--- src/rtl/rc5_pkg.sv ---
// Shared RC5-16 constants, FSM state type and helpers for key schedule and round engine.
package rc5_pkg;

  localparam int unsigned W          = 16;
  localparam int unsigned MAX_ROUNDS = 16;
  localparam int unsigned C_WORDS    = 8;
  localparam int unsigned T_MAX      = 2 * (MAX_ROUNDS + 1);

  localparam logic [W-1:0] P16 = 16'hB7E1;
  localparam logic [W-1:0] Q16 = 16'h9E37;

  typedef enum logic [1:0] {
    StIdle,
    StInit,
    StMix,
    StDone
  } rc5_state_e;

  function automatic logic [W-1:0] rotl16(input logic [W-1:0] x, input logic [3:0] amt);
    logic [2*W-1:0] dbl;
    dbl = {x, x} << amt;
    return dbl[2*W-1:W];
  endfunction

  // t = 2*(r_eff+1), r saturating at MAX_ROUNDS.
  function automatic logic [5:0] table_depth(input logic [4:0] r);
    logic [4:0] r_eff;
    r_eff = (r > 5'd16) ? 5'd16 : r;
    return {r_eff, 1'b0} + 6'd2;
  endfunction

  // Index of the final mix iteration: 3*max(t,8) - 1.
  function automatic logic [6:0] mix_last(input logic [5:0] t);
    logic [6:0] m;
    m = (t < 6'd8) ? 7'd8 : {1'b0, t};
    return m + m + m - 7'd1;
  endfunction

endpackage

--- src/rtl/rc5_mix_unit.sv ---
// One RC5 key-mix iteration: the chained add/rotate path producing A' and B'.
module rc5_mix_unit
  import rc5_pkg::*;
(
  input  logic [W-1:0] s_i,
  input  logic [W-1:0] l_j,
  input  logic [W-1:0] a,
  input  logic [W-1:0] b,
  output logic [W-1:0] a_new,
  output logic [W-1:0] b_new
);

  logic [W-1:0] a_sum;
  logic [W-1:0] ab_sum;
  logic [W-1:0] b_sum;

  always_comb begin
    a_sum  = s_i + a + b;
    a_new  = rotl16(a_sum, 4'd3);
    ab_sum = a_new + b;
    b_sum  = l_j + ab_sum;
    b_new  = rotl16(b_sum, ab_sum[3:0]);
  end

endmodule

--- src/rtl/rc5_key_expand.sv ---
// RC5-16 key schedule: expands a 128-bit key into S[0..t-1] and exposes it on a read port.
module rc5_key_expand
  import rc5_pkg::*;
(
  input  logic           clk,
  input  logic           rst,
  input  logic           start,
  input  logic [4:0]     num_rounds,
  input  logic [127:0]   key,
  output logic           busy,
  output logic           done,
  output logic           key_valid,
  output logic [5:0]     table_size,
  input  logic [5:0]     s_rd_addr,
  output logic [W-1:0]   s_rd_data
);

  rc5_state_e state_q, state_d;

  logic [W-1:0] s_q [T_MAX];
  logic [W-1:0] l_q [C_WORDS];

  logic [5:0]   i_q;
  logic [2:0]   j_q;
  logic [6:0]   k_q;
  logic [6:0]   k_last_q;
  logic [5:0]   t_q;
  logic [W-1:0] a_q;
  logic [W-1:0] b_q;
  logic [W-1:0] init_prev_q;
  logic         key_valid_q;

  logic [W-1:0] init_word;
  logic [W-1:0] a_new;
  logic [W-1:0] b_new;
  logic         i_wrap;

  rc5_mix_unit u_mix (
    .s_i   (s_q[i_q]),
    .l_j   (l_q[j_q]),
    .a     (a_q),
    .b     (b_q),
    .a_new (a_new),
    .b_new (b_new)
  );

  assign i_wrap    = (i_q == t_q - 6'd1);
  assign init_word = (i_q == 6'd0) ? P16 : init_prev_q + Q16;

  always_comb begin
    state_d = state_q;
    unique case (state_q)
      StIdle:  if (start) state_d = StInit;
      StInit:  if (i_wrap) state_d = StMix;
      StMix:   if (k_q == k_last_q) state_d = StDone;
      StDone:  state_d = StIdle;
      default: state_d = StIdle;
    endcase
  end

  always_ff @(posedge clk) begin
    if (rst) begin
      state_q     <= StIdle;
      key_valid_q <= 1'b0;
      t_q         <= '0;
      k_last_q    <= '0;
      i_q         <= '0;
      j_q         <= '0;
      k_q         <= '0;
      a_q         <= '0;
      b_q         <= '0;
      init_prev_q <= '0;
    end else begin
      state_q <= state_d;
      unique case (state_q)
        StIdle: begin
          if (start) begin
            t_q         <= table_depth(num_rounds);
            k_last_q    <= mix_last(table_depth(num_rounds));
            key_valid_q <= 1'b0;
            i_q         <= '0;
            j_q         <= '0;
            k_q         <= '0;
            a_q         <= '0;
            b_q         <= '0;
          end
        end
        StInit: begin
          init_prev_q <= init_word;
          i_q         <= i_wrap ? 6'd0 : i_q + 6'd1;
        end
        StMix: begin
          a_q <= a_new;
          b_q <= b_new;
          i_q <= i_wrap ? 6'd0 : i_q + 6'd1;
          j_q <= j_q + 3'd1;
          k_q <= k_q + 7'd1;
        end
        StDone: key_valid_q <= 1'b1;
        default: ;
      endcase
    end
  end

  // Table storage carries no reset; key_valid gates every read.
  always_ff @(posedge clk) begin
    if (!rst) begin
      unique case (state_q)
        StIdle: begin
          if (start) begin
            for (int n = 0; n < C_WORDS; n++) begin
              l_q[n] <= key[W*n +: W];
            end
          end
        end
        StInit: s_q[i_q] <= init_word;
        StMix: begin
          s_q[i_q] <= a_new;
          l_q[j_q] <= b_new;
        end
        default: ;
      endcase
    end
  end

  always_comb begin
    s_rd_data = '0;
    if (key_valid_q && (s_rd_addr < t_q)) begin
      s_rd_data = s_q[s_rd_addr];
    end
  end

  assign busy       = (state_q == StInit) || (state_q == StMix);
  assign done       = (state_q == StDone);
  assign key_valid  = key_valid_q;
  assign table_size = t_q;

endmodule

--- config.mk ---
export PLATFORM = sky130hd
export DESIGN_NAME = rc5_key_expand
export DESIGN_NICKNAME = d
export VERILOG_FILES = /design/src/rtl/rc5_pkg.sv /design/src/rtl/rc5_mix_unit.sv /design/src/rtl/rc5_key_expand.sv
export SDC_FILE = /design/constraint.sdc
export NUM_CORES = 1
export LEC_CHECK = 0
export BUFFER_PORTS_ARGS = -buffer_cell sky130_fd_sc_hd__buf_2
export CORE_MARGIN = 5
export CORE_UTILIZATION = 50
export CTS_CLUSTER_SIZE = 16
export DETAILED_ROUTE_END_ITERATION = 7
export PLACE_DENSITY = 0.7
export SYNTH_ARGS = -nofsm -noshare
export SYNTH_HDL_FRONTEND = slang
export SYNTH_HIERARCHICAL = 1
export SYNTH_SLANG_ARGS = --single-unit
--- constraint.sdc ---
create_clock -name clk -period 12.15 [get_ports clk]
set_input_delay 3.645 -clock clk [delete_from_list [all_inputs] [get_ports clk]]
set_output_delay 3.645 -clock clk [all_outputs]
set_load 0.01 [all_outputs]
==> flow_summary.ini <==
[synth]
async_flop_share_pct = 0
ys_ff_latch = 760
syn_nets = 2877
avgSynthCellArea_sq_um = 14.8
synth_edf_count = 672
ys.flop_type = edfxtp_1
synth_area_sq_um = 39300
yosysMostFrequentCell = edfxtp_1
synth_cells = 2650
yosysTopAreaCellShare_pct = 51.4
synth_commonest_cells = 672 x edfxtp_1, 230 x mux4_2, 188 x mux2_2
synth_cell_types = 90
synth.yosys.seq_area_share_pct = 55.9
synth_area_leaders = edfxtp_1 51%, mux4_2 13%, mux2_2 5.4%
synth_area_leader_cell = edfxtp_1
ys_warn_count = 6

[flow_run]
cap_violations = 0

[sta]
tns_ns = 0
fmax_ghz = 0.0915
setup-violations-final = 0
rsz0062_at_grt = no
fin_skew_ns = 0.0286
worst_slew_pin_slew_ns = 1.48
slew_viol_final = 0
relSlewSlack_pct = 1.28
min_period_ns = 10.93
period_share_pct = 89.9
finalHoldViolCount = 0

[clock_tree]
post_cts_buffers = 0
cts.sinks = 760
clkTransAtPathRegs_ns = 0.06
cts_resized = 0
cts_made_buffers = 80
clk_path_buf_depth = 3
root_buffer = clkbuf_16
cts_tree = done
cts_hold_buf = 0
clk-insertion-delay-late_ns = 0.64
cts_max_level = 3

[layout]
design_area_sq_um = 44000
drive_above_1_share_pct = 30.5
nNetsFinal = 3052
fillers = 6037
finish.utilization_pct = 56.6
syn2layout_area_growth_pct = 12.0
regArea_sq_um = 21900
multi_input_area_sq_um = 16400

[routing]
wire_per_inst_um = 30.5
num_vias = 26200
via_per_inst = 6.67
routed_wl_um = 120000
ant_nets = 0
drc = 0
drt_iter0_markers = 3094
firstDrtPassIters = 6

[floorplan]
initial_utilization_pct = 50.5
fp.dieArea_sq_um = 84200
row_count = 102
die_x_um = 290
die_h_um = 290
fp.coreArea_sq_um = 77700
ioPinCount = 167

[worst_setup_path]
critical_path.top_delay_family = compound AO/OA/AOI/OAI gates
rr_worst_depth = 35
crit_required_ns = 12.65
crit_path_frequent_cell = a21oi_1
endpoint_kind = register
slowest_delay_ns = 1.23
path_max_fanout = 16
path_depth = 35
path_class = reg2reg
crit_path_start_kind = register
path_buf_inv = 0
worstPathArrival_ns = 11.42
slowest_stage = a221oi_1

[placed_design]
port_buffers = 165
gp_congestion = 0.919
placed_area_sq_um = 41400
hpwl_um = 80400

[global_routing]
global_route.usage.total_pct = 27.6
antenna_found_initial = 4
grt_max_degree = 77
grt_pass1_wl_um = 175000
gr-total-overflow = 0
grt_pass1_vias = 26300

[min_path]
min_path_type = reg2reg
whs_path_depth = 2

[run_status]
status = finished, final reports clean
[layer usage]
metal	up-vias	part of all wire (%)	wire length [um]	track usage [%]
met3	301	8.8	10600	4.91
li1	11000	-	-	-
met2	1564	49	59200	46.4
met5	-	0.011	13	0
met4	2	5.4	6430	12.9
met1	13400	36	43600	35.1
[registers in the layout, indices dropped and copies added, names as in the netlist, named ones only]
| register | flops |
|---|---|
| state_q | 2 |
| k_q | 7 |
| j_q | 3 |
| k_last_q | 7 |
| s_q | 544 |
| i_q | 6 |
| init_prev_q | 16 |
| key_valid | 1 |
| b_q | 16 |
| a_q | 16 |
| table_size | 5 |
| l_q | 128 |
[area by class of cell]
type | count | share of cell area, %
multi-input combinational | 1678 | 37.4
antenna | 1 | 0.00569
clock buffer | 108 | 4.91
clock inverter | 35 | 0.856
sequential | 760 | 49.9
inverter | 41 | 0.350
tap | 1040 | 2.96
timing repair buffer | 264 | 3.66
[stage by stage]
stage	instances	setup slack, ns	hold WS (ns)
2_1_floorplan	2650	3.05	0.437
3_3_place_gp	3782	1.40	0.455
3_5_place_dp	3782	1.33	0.461
4_1_cts	3925	1.30	0.471
5_1_grt	3927	0.403	0.497
6_report	3927	1.22	0.471
[cells by family after synthesis]
group           synth area share (%)
compound gates                  7.88
mux                             22.9
buf+inv                         2.70
fa+ha+maj                       3.05
xor+xnor                        1.99
other cells                  0.00955
simple gates                    5.58
flops                           55.9
[final timing paths]
kind / from / slack, ns / endpoint
setup reg to reg: register / 1.22 / l_q[2][3]
hold reg to reg: k_last_q[0] / 0.47 / k_last_q[0]
hold / removal: k_last_q[0] / 0.47 / k_last_q[0]
setup / recovery: register / 1.22 / l_q[2][3]
[cells in the final DEF, fill, tap and decap left out, types with 18 or more instances in the layout]
cell / Yosys / routed
a21oi_1: 89 / 82
a22o_1: 37 / 37
a22oi_1: 35 / 35
a31oi_1: 44 / 40
buf_2: 58 / 164
buf_4: 13 / 96
clkbuf_1: 70 / 24
clkbuf_16: 0 / 81
dfxtp_1: 88 / 85
edfxtp_1: 672 / 672
fa_1: 18 / 18
ha_1: 67 / 67
inv_1: 41 / 41
mux2_2: 188 / 188
mux2i_1: 169 / 169
mux4_2: 230 / 230
nand2_1: 169 / 169
nand3_1: 30 / 30
nor2_1: 134 / 105
nor2_2: 0 / 29
o211ai_1: 20 / 20
o21ai_0: 49 / 48
o22ai_1: 72 / 72
xnor2_1: 54 / 54
xor2_1: 29 / 29
[worst min-delay path: cells and delay by family, from the launching register on]
family          cells  cell delay, ns
compound gates      1            0.05
buf+inv             1            0.05
flops               1            0.32
Power is not shown: default switching activity piles up to over one toggle a cycle in this logic, so the estimate is an artifact.
